--- config.mk ---
export PLATFORM = sky130hd
export DESIGN_NAME = uart_cfg
export DESIGN_NICKNAME = d
export VERILOG_FILES = /design/src/rtl/uart_cfg.sv
export SDC_FILE = /design/constraint.sdc
export NUM_CORES = 1
export LEC_CHECK = 0
export ABC_CLOCK_PERIOD_IN_PS = 2500
export CAP_MARGIN = 25
export CORE_MARGIN = 3
export CORE_UTILIZATION = 40
export DETAILED_ROUTE_END_ITERATION = 16
export MAX_ROUTING_LAYER = met4
export PLACE_DENSITY = 0.56
export SLEW_MARGIN = 20
export SYNTH_ARGS = -nofsm -noshare
export SYNTH_HDL_FRONTEND = slang
export SYNTH_SLANG_ARGS = --single-unit
--- constraint.sdc ---
create_clock -name clk -period 2.5 [get_ports clk]
set_input_delay 0.25 -clock clk [delete_from_list [all_inputs] [get_ports clk]]
set_output_delay 0.25 -clock clk [all_outputs]
set_load 0.01 [all_outputs]
--- src/rtl/uart_cfg.sv ---
// uart_cfg: runtime-configurable UART with 16x oversampling.
//   Baud divisor, parity mode and stop-bit count are sampled per frame (TX at accept,
//   RX at start detect). TX is a single holding register with valid/ready handshake;
//   RX words land in a show-ahead FIFO together with their parity/framing flags.
// Ports:
//   clk, reset                  reference clock, synchronous active-high reset
//   baud_div                    sample tick every baud_div+1 clk
//   par_mode, two_stop          0/3=no parity, 1=even, 2=odd; two_stop selects 2 stop bits
//   rin / rout                  serial line in (async) / out
//   tx_data, tx_valid, tx_ready TX word handshake; tx_done pulses at end of last stop bit
//   rx_data, rx_perr, rx_ferr   FIFO head word and its flags
//   rx_valid, rx_ready          FIFO head handshake (pop on valid&ready)
//   rx_overrun                  pulse when a completed frame is dropped on a full FIFO
//   rx_busy                     frame reception in progress
module uart_cfg #(
  parameter int unsigned DataBits = 8,
  parameter int unsigned DivWidth = 16,
  parameter int unsigned OvsLog2  = 4,
  parameter int unsigned FifoAw   = 3
) (
  input  logic                clk,
  input  logic                reset,
  input  logic [DivWidth-1:0] baud_div,
  input  logic [1:0]          par_mode,
  input  logic                two_stop,
  input  logic                rin,
  output logic                rout,
  input  logic [DataBits-1:0] tx_data,
  input  logic                tx_valid,
  output logic                tx_ready,
  output logic                tx_done,
  output logic [DataBits-1:0] rx_data,
  output logic                rx_perr,
  output logic                rx_ferr,
  output logic                rx_valid,
  input  logic                rx_ready,
  output logic                rx_overrun,
  output logic                rx_busy
);

  localparam int unsigned        BitCntW   = $clog2(DataBits);
  localparam logic [BitCntW-1:0] LastBit   = BitCntW'(DataBits - 1);
  localparam logic [OvsLog2-1:0] OvsLast   = '1;
  localparam logic [OvsLog2-1:0] OvsHalfM1 = OvsLast >> 1;
  localparam int unsigned        Depth     = 2 ** FifoAw;
  localparam logic [FifoAw:0]    FullCnt   = {1'b1, {FifoAw{1'b0}}};
  localparam int unsigned        WordW     = DataBits + 2;

  function automatic logic parity_of(input logic [DataBits-1:0] d, input logic odd);
    return odd ? ~^d : ^d;
  endfunction

  // ---------------------------------------------------------------------------
  // Baud tick. The limit is reloaded only at wrap so a divisor change never
  // produces a truncated or stretched tick period mid-count.
  // ---------------------------------------------------------------------------
  logic [DivWidth-1:0] div_cnt_q, div_lim_q;
  logic                tick;

  assign tick = (div_cnt_q == div_lim_q);

  always_ff @(posedge clk) begin
    if (reset) begin
      div_cnt_q <= '0;
      div_lim_q <= baud_div;
    end else if (tick) begin
      div_cnt_q <= '0;
      div_lim_q <= baud_div;
    end else begin
      div_cnt_q <= div_cnt_q + 1'b1;
    end
  end

  // ---------------------------------------------------------------------------
  // Transmitter
  // ---------------------------------------------------------------------------
  typedef enum logic [2:0] {TxIdle, TxArm, TxStart, TxData, TxParity, TxStop} tx_state_e;

  tx_state_e           tx_state_q;
  logic [DataBits-1:0] tx_shift_q;
  logic                tx_par_en_q, tx_par_bit_q, tx_two_q;
  logic [OvsLog2-1:0]  tx_ovs_q;
  logic [BitCntW-1:0]  tx_bit_q;

  always_ff @(posedge clk) begin
    if (reset) begin
      tx_state_q   <= TxIdle;
      tx_shift_q   <= '0;
      tx_par_en_q  <= 1'b0;
      tx_par_bit_q <= 1'b0;
      tx_two_q     <= 1'b0;
      tx_ovs_q     <= '0;
      tx_bit_q     <= '0;
      rout         <= 1'b1;
      tx_ready     <= 1'b1;
      tx_done      <= 1'b0;
    end else begin
      tx_done <= 1'b0;
      unique case (tx_state_q)
        TxIdle: begin
          if (tx_valid && tx_ready) begin
            tx_shift_q   <= tx_data;
            tx_par_en_q  <= (par_mode == 2'd1) || (par_mode == 2'd2);
            tx_par_bit_q <= parity_of(tx_data, par_mode == 2'd2);
            tx_two_q     <= two_stop;
            tx_ready     <= 1'b0;
            tx_state_q   <= TxArm;
          end
        end
        // Hold off until the next tick so the start bit is a full bit period.
        TxArm: begin
          if (tick) begin
            rout       <= 1'b0;
            tx_ovs_q   <= '0;
            tx_state_q <= TxStart;
          end
        end
        default: begin
          if (tick) begin
            tx_ovs_q <= tx_ovs_q + 1'b1;
            if (tx_ovs_q == OvsLast) begin
              unique case (tx_state_q)
                TxStart: begin
                  rout       <= tx_shift_q[0];
                  tx_shift_q <= tx_shift_q >> 1;
                  tx_bit_q   <= '0;
                  tx_state_q <= TxData;
                end
                TxData: begin
                  if (tx_bit_q == LastBit) begin
                    tx_bit_q <= '0;
                    if (tx_par_en_q) begin
                      rout       <= tx_par_bit_q;
                      tx_state_q <= TxParity;
                    end else begin
                      rout       <= 1'b1;
                      tx_state_q <= TxStop;
                    end
                  end else begin
                    rout       <= tx_shift_q[0];
                    tx_shift_q <= tx_shift_q >> 1;
                    tx_bit_q   <= tx_bit_q + 1'b1;
                  end
                end
                TxParity: begin
                  rout       <= 1'b1;
                  tx_bit_q   <= '0;
                  tx_state_q <= TxStop;
                end
                TxStop: begin
                  if (tx_two_q && (tx_bit_q == '0)) begin
                    tx_bit_q <= tx_bit_q + 1'b1;
                  end else begin
                    tx_done    <= 1'b1;
                    tx_ready   <= 1'b1;
                    tx_state_q <= TxIdle;
                  end
                end
                default: tx_state_q <= TxIdle;
              endcase
            end
          end
        end
      endcase
    end
  end

  // ---------------------------------------------------------------------------
  // Receiver
  // ---------------------------------------------------------------------------
  typedef enum logic [2:0] {
    RxIdle, RxStart, RxData, RxParity, RxStop, RxWaitHigh
  } rx_state_e;

  logic                rin_meta_q, rin_s_q;
  rx_state_e           rx_state_q;
  logic [DataBits-1:0] rx_shift_q;
  logic                rx_par_en_q, rx_par_odd_q, rx_two_q;
  logic                rx_perr_q, rx_ferr_q;
  logic [OvsLog2-1:0]  rx_ovs_q;
  logic [BitCntW-1:0]  rx_bit_q;
  logic                push_q;
  logic [WordW-1:0]    push_word_q;

  always_ff @(posedge clk) begin
    if (reset) begin
      rin_meta_q <= 1'b1;
      rin_s_q    <= 1'b1;
    end else begin
      rin_meta_q <= rin;
      rin_s_q    <= rin_meta_q;
    end
  end

  always_ff @(posedge clk) begin
    if (reset) begin
      rx_state_q   <= RxIdle;
      rx_shift_q   <= '0;
      rx_par_en_q  <= 1'b0;
      rx_par_odd_q <= 1'b0;
      rx_two_q     <= 1'b0;
      rx_perr_q    <= 1'b0;
      rx_ferr_q    <= 1'b0;
      rx_ovs_q     <= '0;
      rx_bit_q     <= '0;
      rx_busy      <= 1'b0;
      push_q       <= 1'b0;
      push_word_q  <= '0;
    end else begin
      push_q <= 1'b0;
      unique case (rx_state_q)
        RxIdle: begin
          if (tick && !rin_s_q) begin
            rx_par_en_q  <= (par_mode == 2'd1) || (par_mode == 2'd2);
            rx_par_odd_q <= (par_mode == 2'd2);
            rx_two_q     <= two_stop;
            rx_perr_q    <= 1'b0;
            rx_ferr_q    <= 1'b0;
            rx_ovs_q     <= '0;
            rx_bit_q     <= '0;
            rx_busy      <= 1'b1;
            rx_state_q   <= RxStart;
          end
        end
        // Line held low after a framing error: a low level here is not a start bit.
        RxWaitHigh: begin
          if (rin_s_q) rx_state_q <= RxIdle;
        end
        // Mid start bit re-check rejects short glitches; afterwards every
        // OvsLast+1 ticks lands on the middle of the next bit.
        RxStart: begin
          if (tick) begin
            if (rx_ovs_q == OvsHalfM1) begin
              rx_ovs_q <= '0;
              if (rin_s_q) begin
                rx_busy    <= 1'b0;
                rx_state_q <= RxIdle;
              end else begin
                rx_state_q <= RxData;
              end
            end else begin
              rx_ovs_q <= rx_ovs_q + 1'b1;
            end
          end
        end
        default: begin
          if (tick) begin
            rx_ovs_q <= rx_ovs_q + 1'b1;
            if (rx_ovs_q == OvsLast) begin
              unique case (rx_state_q)
                RxData: begin
                  rx_shift_q <= {rin_s_q, rx_shift_q[DataBits-1:1]};
                  if (rx_bit_q == LastBit) begin
                    rx_bit_q   <= '0;
                    rx_state_q <= rx_par_en_q ? RxParity : RxStop;
                  end else begin
                    rx_bit_q <= rx_bit_q + 1'b1;
                  end
                end
                RxParity: begin
                  rx_perr_q  <= rin_s_q != parity_of(rx_shift_q, rx_par_odd_q);
                  rx_state_q <= RxStop;
                end
                RxStop: begin
                  if (rx_two_q && (rx_bit_q == '0)) begin
                    rx_ferr_q <= rx_ferr_q | ~rin_s_q;
                    rx_bit_q  <= rx_bit_q + 1'b1;
                  end else begin
                    push_q      <= 1'b1;
                    push_word_q <= {rx_perr_q, rx_ferr_q | ~rin_s_q, rx_shift_q};
                    rx_busy     <= 1'b0;
                    rx_state_q  <= rin_s_q ? RxIdle : RxWaitHigh;
                  end
                end
                default: rx_state_q <= RxIdle;
              endcase
            end
          end
        end
      endcase
    end
  end

  // ---------------------------------------------------------------------------
  // RX FIFO (show-ahead). A pop frees the slot a same-cycle push needs when full.
  // ---------------------------------------------------------------------------
  logic [WordW-1:0]  mem [Depth];
  logic [FifoAw-1:0] wr_ptr_q, rd_ptr_q;
  logic [FifoAw:0]   count_q;
  logic              full, pop, do_push;

  assign rx_valid = (count_q != '0);
  assign full     = (count_q == FullCnt);
  assign pop      = rx_valid && rx_ready;
  assign do_push  = push_q && (!full || pop);
  assign {rx_perr, rx_ferr, rx_data} = mem[rd_ptr_q];

  always_ff @(posedge clk) begin
    if (do_push) mem[wr_ptr_q] <= push_word_q;
  end

  always_ff @(posedge clk) begin
    if (reset) begin
      wr_ptr_q   <= '0;
      rd_ptr_q   <= '0;
      count_q    <= '0;
      rx_overrun <= 1'b0;
    end else begin
      rx_overrun <= push_q && full && !pop;
      if (do_push) wr_ptr_q <= wr_ptr_q + 1'b1;
      if (pop)     rd_ptr_q <= rd_ptr_q + 1'b1;
      if (do_push && !pop)      count_q <= count_q + 1'b1;
      else if (pop && !do_push) count_q <= count_q - 1'b1;
    end
  end

endmodule
; ---- Word-level counts from Yosys, hierarchy flattened
; Memories as Yosys holds them, arrays and structs flattened. A register that Yosys moved wholly into a read port is not among the register bits.
; Index checks and enable logic that the tools add are counted.
[word_totals]
ram_bits = 80
memories = 1
inputBits = 32
word_cells = 248
reg_bits = 104
[op_classes]
addsub = 9
bitwise_logic = 14
n_reduce_logical = 68
muxes = 90
n_eq_ne = 36
[memory_table]
columns = name, words, word_bits, read_ports, rd_clocked_by_memory_dff, write_ports, line_no
row1 = mem, 8, 10, 1, 1, 1, 287  ; logic [WordW-1:0] mem [Depth];
[ops]
columns = op, count
row1 = $mux 3, 25
row2 = $mux 1, 33
row3 = $mux 16, 2
row4 = $mux 4, 8
row5 = $mux 8, 4
row6 = $pmux 8 s2, 2
row7 = $reduce_and 6->1, 5
row8 = $pmux 3 s3, 3
row9 = $reduce_bool 2->1, 11
row10 = $reduce_bool 3->1, 7
row11 = $eq 3x3->1 const B, 6
row12 = $pmux 3 s2, 3
row13 = $add 16x1->16 const B, 1
row14 = $eq 16x16->1, 1
row15 = $ne 2x2->1 const B, 8
row16 = $reduce_xnor 8->1, 2
row17 = $reduce_xor 8->1, 2
row18 = $reduce_and 5->1, 3
row19 = $not 1->1, 13
row20 = $add 3x1->3 const B, 4
row21 = $add 4x1->4 const B, 3
row22 = $eq 3x2->1 const B, 4
row23 = $eq 4x4->1 const B, 3
row24 = $logic_not 3->1, 4
row25 = other kinds (33), 60

; ---- Longest topological paths before layout
; Gate-level depths: netlist (run 1).
[depth]
word_depth = 8
mapped_depth = 12

; ---- Least setup slack after synthesis (run 1)
; No wires, ideal clock.
[synth_timing]
kind = flip-flop to flip-flop
from = register div_lim_q[15]
to = register div_lim_q[0] (enable)
n_path_buf = 2
path_stages_with_launch = 7
synth_period_minus_slack_ns = 2.575
required_ns = 2.113
setup_ns = 0.387
arrival_ns = 2.188
slack_ns = -0.075
cell_sequence = edfxtp_1 -> xor2_1 -> nor4_1 -> nand4_2 -> clkbuf_1 -> nand2_1 -> clkbuf_1
[synth_via]
elab_chain_len = 2
[synth_rtl]
columns = item, line_no
row1 = start: declaration, 57  ; logic [DivWidth-1:0] div_cnt_q, div_lim_q;
row2 = start signal: assignment, 65  ; div_lim_q <= baud_div;
row3 = start signal: assignment, 68  ; div_lim_q <= baud_div;
row4 = $eq 16x16->1, 60  ; assign tick = (div_cnt_q == div_lim_q);
row5 = $reduce_bool 2->1 (no line), n/a
; Every way passes these cells.
; A chain may end at the register's enable or synchronous reset.

; ---- Worst setup path after layout (run 1)
[layout_timing]
from = register div_lim_q[15]
to = register rx_ovs_q[3]
[layout_via]
elab_chain_len = 4
elab_cells_between_ends = 6
cone_classes = eq/ne: 3 / reduce/logical: 3
[layout_rtl]
columns = item, line_no
row1 = $eq 16x16->1 (*), 60
row2 = $logic_and 1x1->1, 213  ; if (tick && !rin_s_q) begin
row3 = $ne 2x2->1 (no line), n/a
row4 = $reduce_and 4->1 (no line) (*), n/a
row5 = end signal: assignment, 242  ; rx_ovs_q <= rx_ovs_q + 1'b1;
row6 = end signal: assignment, 248  ; rx_ovs_q <= rx_ovs_q + 1'b1;
row7 = end: declaration, 180  ; logic [OvsLog2-1:0] rx_ovs_q;
; Every way passes the cells marked *; elsewhere a longest branch is shown, timed or not.

==> summary.txt, run 1 <==
number of global-route vias before repair = 5188
clock skew = 0.01410 ns
clock period minus worst slack = 2.383 ns
Area Overhead vs Synth = 18.88%
Peak VDD IR = 0.4857 mV
syn nets = 709
Final nets = 772
Layout Utilization = 48.75%
pwr dens = 652.4 nW/um^2
DRC violations left = 0
worst skew pair latency = 0.43 ns
IO buf count = 47
core area = 19650 um^2
largest net degree at the start of global routing = 67
cell taking the most area after synthesis = edfxtp_1
DRT Pass-1 Iters = 6
Slew @ Worst Pin = 0.6773 ns
CP max FO = 26
largest family of logic cells by synthesized area = simple AND/OR/NAND/NOR gates
slew margin rel. = 54.85%
most common cell in the netlist = edfxtp_1
post-DR vias/cell = 5.149
Yosys cell types = 62
first-pass GRT wire length = 25990 um
setup TNS = 0 ns
HP Class = in -> reg
dpl hpwl = 10380 um
post-synthesis adder-cell area fraction = 2.577%
n_diodes = 0
Crit. End Element = flip-flop
CTS clk-pin slew, worst paths = 0.07 ns
Post-Synthesis Cell Area = 8060 um^2
die height = 148.0 um
critical path arrival = 2.73 ns
clock tree root buffer cell = clkbuf_16
WP data required = 2.84 ns
gp weighted congestion = 0.8671
post-synthesis mux area share = 11.24%
share of cells above drive strength 1 = 14.65%
max-cap violations = 0
Post-Route WL = 15600 um
FFs w/ async S/R, synth = 0%
Synth Area in XOR/XNOR = 5.976%
Starting Density = 41.01%
hold_buf cts = 0
final worst path period share = 95.32%
Cell Rows = 51
Post-Synth Simple-Gate Area = 12.34%
average cell area after synthesis = 12.19 um^2
Synth area leaders = edfxtp_1 36%, dfxtp_1 23%, mux4_2 5.6%, mux2i_1 4.0%, nor2_1 3.9%
initial drt markers = 463
top cells by count, synth = 96 x edfxtp_1, 91 x dfxtp_1, 84 x nor2_1, 32 x a21oi_1, 32 x mux2i_1
run status = completed
Die ar. = 21890 um^2
Synth warnings = 0
final-layout fill cell count = 1794
htree depth = 4
total congestion overflow = 0
cell leakage power = 3.370 nW
Final Hold Viols = 0
CP startpoint kind = flip-flop
IO Pins = 48
Synth Area in Compound Gates = 7.187%
register area share after synthesis = 58.37%
pre-CTS setup slack = -0.03075 ns
clock buffer depth = 2
Mapped Cells = 661
Clock Sinks = 187
die width = 148.0 um
fmax = 419.6 MHz
GRT Util Overall = 15.26%
CTS tree = built
post-synth top area share = 35.77%
Top FF cell, synth = edfxtp_1
initial antenna violation count = 0
Final Max Tran Viols = 0
unrepaired setup endpoints after global routing = no
total CTS buffers = 17
Final setup viols = 0
Routed Antenna Nets = 0
register bit count reported by yosys = 187
PnR worst setup slack = 0.1170 ns
WL per Instance = 15.57 um
WS Path Type = reg -> reg
EDFF count, synth = 96
via count = 5159
## through the flow
stage	hold WS [ns]	total power [W]	cells	cell area (um^2)
floorplan	0.3489	0.003568	661	8061
global placement	0.3960	0.003691	970	8986
detailed placement	0.4115	0.003703	970	8986
CTS	0.2264	0.006330	1002	9560
global route	0.2673	0.006505	1002	9582
finish	0.2473	0.006251	1002	9582
## registers in the layout, summed over array words and instances, names as in the netlist, 4 cells and up, named ones only
register / count
rx_shift_q: 8
tx_shift_q: 8
rx_ovs_q: 4
push_word_q: 10
count_q: 4
div_lim_q: 16
mem: 80
div_cnt_q: 16
tx_ovs_q: 4
## worst max-delay path: stages (launching register included)
cell and delay [ns]:
edfxtp_1 0.39, xor2_1 0.17, nor4_1 0.37, nand4_2 0.17, buf_12 0.19, a211o_1 0.31, or4_1 0.51, a21oi_1 0.17
## cells by family after synthesis
| family | Yosys count |
|---|---|
| simple gates | 200 |
| flops | 187 |
| compound gates | 91 |
| mux | 64 |
| xor+xnor | 55 |
| buf+inv | 48 |
| fa+ha+maj | 16 |
## final timing paths
check	start	slack (ns)	cells past startpoint	end
worst max-delay path	div_lim_q[15]$_DFFE_PP_	0.12	7	rx_ovs_q[3]$_SDFFE_PP0P_
worst min-delay path	reset	0.25	3	tx_ready$_SDFFE_PP1P_
worst max register to register	div_lim_q[15]$_DFFE_PP_	0.12	7	rx_ovs_q[3]$_SDFFE_PP0P_
worst min register to register	rin_meta_q$_SDFF_PP1_	0.43	1	rin_s_q$_SDFF_PP1_
## cells in the final DEF (no fill, tap or decap), drive strengths merged, types with 9 or more instances in the layout
master	n
xnor2	26
nor2	84
nand3	14
inv	19
clkdlybuf4s50	36
mux4	20
nand2	30
xor2	29
mux2i	32
a21oi	32
clkbuf	23
edfxtp	96
a311oi	9
dlygate4sd2	10
dfxtp	91
o21ai	21
nand2b	11
ha	15
mux2	12
buf	30
nor3	10
## what timing repair did
action / 4_1_cts / 5_1_grt
gates resized for setup: 10 / 5
setup endpoints to repair: 10 / 17
pin swaps: 0 / 1
hold endpoints to repair: 0 / 0
setup buffers: 0 / 0
## area by class of cell
type                       instances  area (um^2)  share of cell area [%]
clock buffer                      23        511.7                   5.341
clock inverter                     9        75.07                  0.7835
inverter                          16        60.06                  0.6268
multi-input combinational        426         3189                   33.29
sequential                       187         4706                   49.11
tap                              265        331.6                   3.460
timing repair buffer              76        708.2                   7.391
## where the power goes
| part | leakage [nW] | total (W) | internal (W) | switching (W) |
|---|---|---|---|---|
| Combinational | 1.46 | 0.000347 | 0.000162 | 0.000184 |
| Sequential | 1.63 | 0.00329 | 0.00325 | 0.0000408 |
| Clock | 0.276 | 0.00261 | 0.00147 | 0.00115 |
## metal layers
layer  global-route usage (%)  vias to the layer above  wire [um]
met5                        -                        -          0
met4                    4.665                        0        171
met3                    3.280                       17        486
met2                    24.75                       94       7695
li1                         -                     2545          -
met1                    19.37                     2503       7245
Note: power is estimated with default switching activity, not from simulation.
==> run 2, diff against run 1 <==
Settings changed: SETUP_SLACK_MARGIN from default to 0.1.
==> run 2 against run 1 <==
Net effect: clock skew fell by 0.00053 ns; critical path depth rose by 1; cell count rose by 0.70%; hold slack got worse by 0.0071 ns; worst setup slack improved by 0.0058 ns; sequential share of layout area fell by 0.74 points; non-clock buffer count rose by 7; critical path type unchanged; highest routed layer unchanged; first-iteration DRC count fell by 23%; fmax rose by 0.25%.
==> summary.txt, run 2 (synthesized netlist as in run 1, its figures left out) <==
n_diodes = 0
fmax = 420.7 MHz
Final setup viols = 0
total CTS buffers = 17
core area = 19650 um^2
IO Pins = 48
top flop regs = mem: 80 flops, div_cnt_q: 16 flops, div_lim_q: 16 flops
most common library cell in the layout ignoring fill and taps = edfxtp_1
CP max stage cell = or4_1
DRT Pass-1 Iters = 5
met2 WL post-DR = 7772 um
slew margin rel. = 54.09%
WP data required = 2.78 ns
Layout Utilization = 49.56%
GRT Util Overall = 15.11%
worst skew pair latency = 0.43 ns
Starting Density = 41.01%
Critical R2R Launch = div_lim_q[10]$_DFFE_PP_
dpl hpwl = 10170 um
WS Path Type = reg -> reg
post-DR vias/cell = 5.160
wl on met1 = 7276 um
share of cells above drive strength 1 = 16.53%
largest net degree at the start of global routing = 67
max-cap violations = 0
total congestion overflow = 0
clock skew = 0.01356 ns
run status = completed
initial antenna violation count = 0
Setup crit end = rx_shift_q[3]$_SDFFE_PP0P_
pwr dens = 642.3 nW/um^2
Crit. End Element = flip-flop
Worst path top cell family by delay = simple AND/OR/NAND/NOR gates
IO buf count = 47
CP startpoint kind = flip-flop
CP max stage delay = 0.52 ns
CP max FO = 9
unrepaired setup endpoints after global routing = yes
Top reg by flops = mem
Final nets = 779
final worst path period share = 95.09%
uppermost layer routed = met4
initial drt markers = 357
clock period minus worst slack = 2.377 ns
gp weighted congestion = 0.8595
DRC violations left = 0
Clock Sinks = 187
cell leakage power = 3.434 nW
Final Max Tran Viols = 0
R2R Path End = rx_shift_q[3]$_SDFFE_PP0P_
Final Hold Viols = 0
Die ar. = 21890 um^2
final-layout fill cell count = 1823
CP bufs+invs = 2
worst-case reg-to-reg path depth = 8
WL per Instance = 15.66 um
PnR worst setup slack = 0.1228 ns
pre-CTS setup slack = -0.05235 ns
Cell Chain, Critical Path = xor2_1 -> nor4_2 -> nand4_2 -> buf_12 -> or4_1 -> buf_6 -> mux2i_2 -> nor2_1
hold_buf cts = 0
Critical Path Source = div_lim_q[10]$_DFFE_PP_
slack of the worst reg-to-reg path = 0.12 ns
Routed Antenna Nets = 0
first-pass GRT wire length = 25730 um
number of global-route vias before repair = 5234
critical path arrival = 2.66 ns
Cell Rows = 51
met3 routed WL = 506 um
Area Overhead vs Synth = 20.85%
Post-Route WL = 15800 um
htree depth = 4
instance count on the critical path = 8
max reg flops = 80
die height = 148.0 um
via count = 5206
CTS clk-pin slew, worst paths = 0.07 ns
Slew @ Worst Pin = 0.6886 ns
clock buffer depth = 2
die width = 148.0 um
CTS tree = built
commonest non-fill, non-tap cells in the layout = 96 x edfxtp_1, 89 x dfxtp_1, 84 x nor2_1, 36 x clkdlybuf4s50_1
HP Class = in -> reg
clock tree root buffer cell = clkbuf_16
Peak VDD IR = 0.4811 mV
-- run 2: metal layers --
metal | global-route usage (%) | vias to the layer above
met5 | - | -
met2 | 24.52 | 104
met1 | 19.07 | 2519
li1 | - | 2564
met3 | 3.127 | 19
met4 | 5.081 | 0
-- run 2: how the worst min path moves through the flow --
stage	slack (ns)	start	to	cells past startpoint
3_5_place_dp	0.40	rin_meta_q$_SDFF_PP1_	rin_s_q$_SDFF_PP1_	1
5_1_grt	0.29	reset	tx_ready$_SDFFE_PP1P_	3
2_1_floorplan	0.35	baud_div[0]	div_lim_q[0]$_DFFE_PP_	0
4_1_cts	0.22	reset	tx_ready$_SDFFE_PP1P_	3
6_report	0.24	reset	tx_ready$_SDFFE_PP1P_	3
3_3_place_gp	0.40	rin_meta_q$_SDFF_PP1_	rin_s_q$_SDFF_PP1_	1
-- run 2: what timing repair did --
action | 4_1_cts | 5_1_grt
pin swaps | 3 | 4
cloned | 1 | 3
setup endpoints to repair | 26 | 19
resized for setup | 17 | 9
setup buffers | 0 | 3
-- run 2: worst reg2reg max path, delay by kind of cell, from the launching register on --
family,cells,cell delay [ns]
multiplexers,1,0.17
XOR/XNOR,1,0.16
buffers and inverters,2,0.36
flip-flops,1,0.38
AND/OR/NAND/NOR,4,1.18
-- run 2: final cells by class --
cell class	instances	area, um^2	area share [%]
Multi-Input combinational cell	426	3214	33.00
Clock buffer	17	425.4	4.367
Sequential cell	187	4712	48.38
Inverter	16	60.06	0.6166
Timing Repair Buffer	83	842.1	8.645
Tap cell	265	331.6	3.404
Clock inverter	15	155.1	1.593
-- run 2: stage by stage --
stage / hold slack [ns] / instance area (um^2) / cells / power, W / setup TNS (ns)
floorplan: 0.3489 / 8066 / 661 / 0.003568 / 0
global placement: 0.3955 / 8991 / 970 / 0.003694 / 0
detailed placement: 0.3967 / 8991 / 970 / 0.003704 / -0.06681
CTS: 0.2249 / 9612 / 1003 / 0.006328 / 0
global route: 0.2891 / 9741 / 1009 / 0.006506 / 0
finish: 0.2402 / 9741 / 1009 / 0.006257 / 0
-- run 2: where the power goes --
group | leakage, nW | internal (W) | switching [W]
logic | 1.52 | 0.000165 | 0.000190
registers | 1.64 | 0.00325 | 0.0000344
clock network | 0.278 | 0.00141 | 0.00121
total | 3.43 | 0.00482 | 0.00143
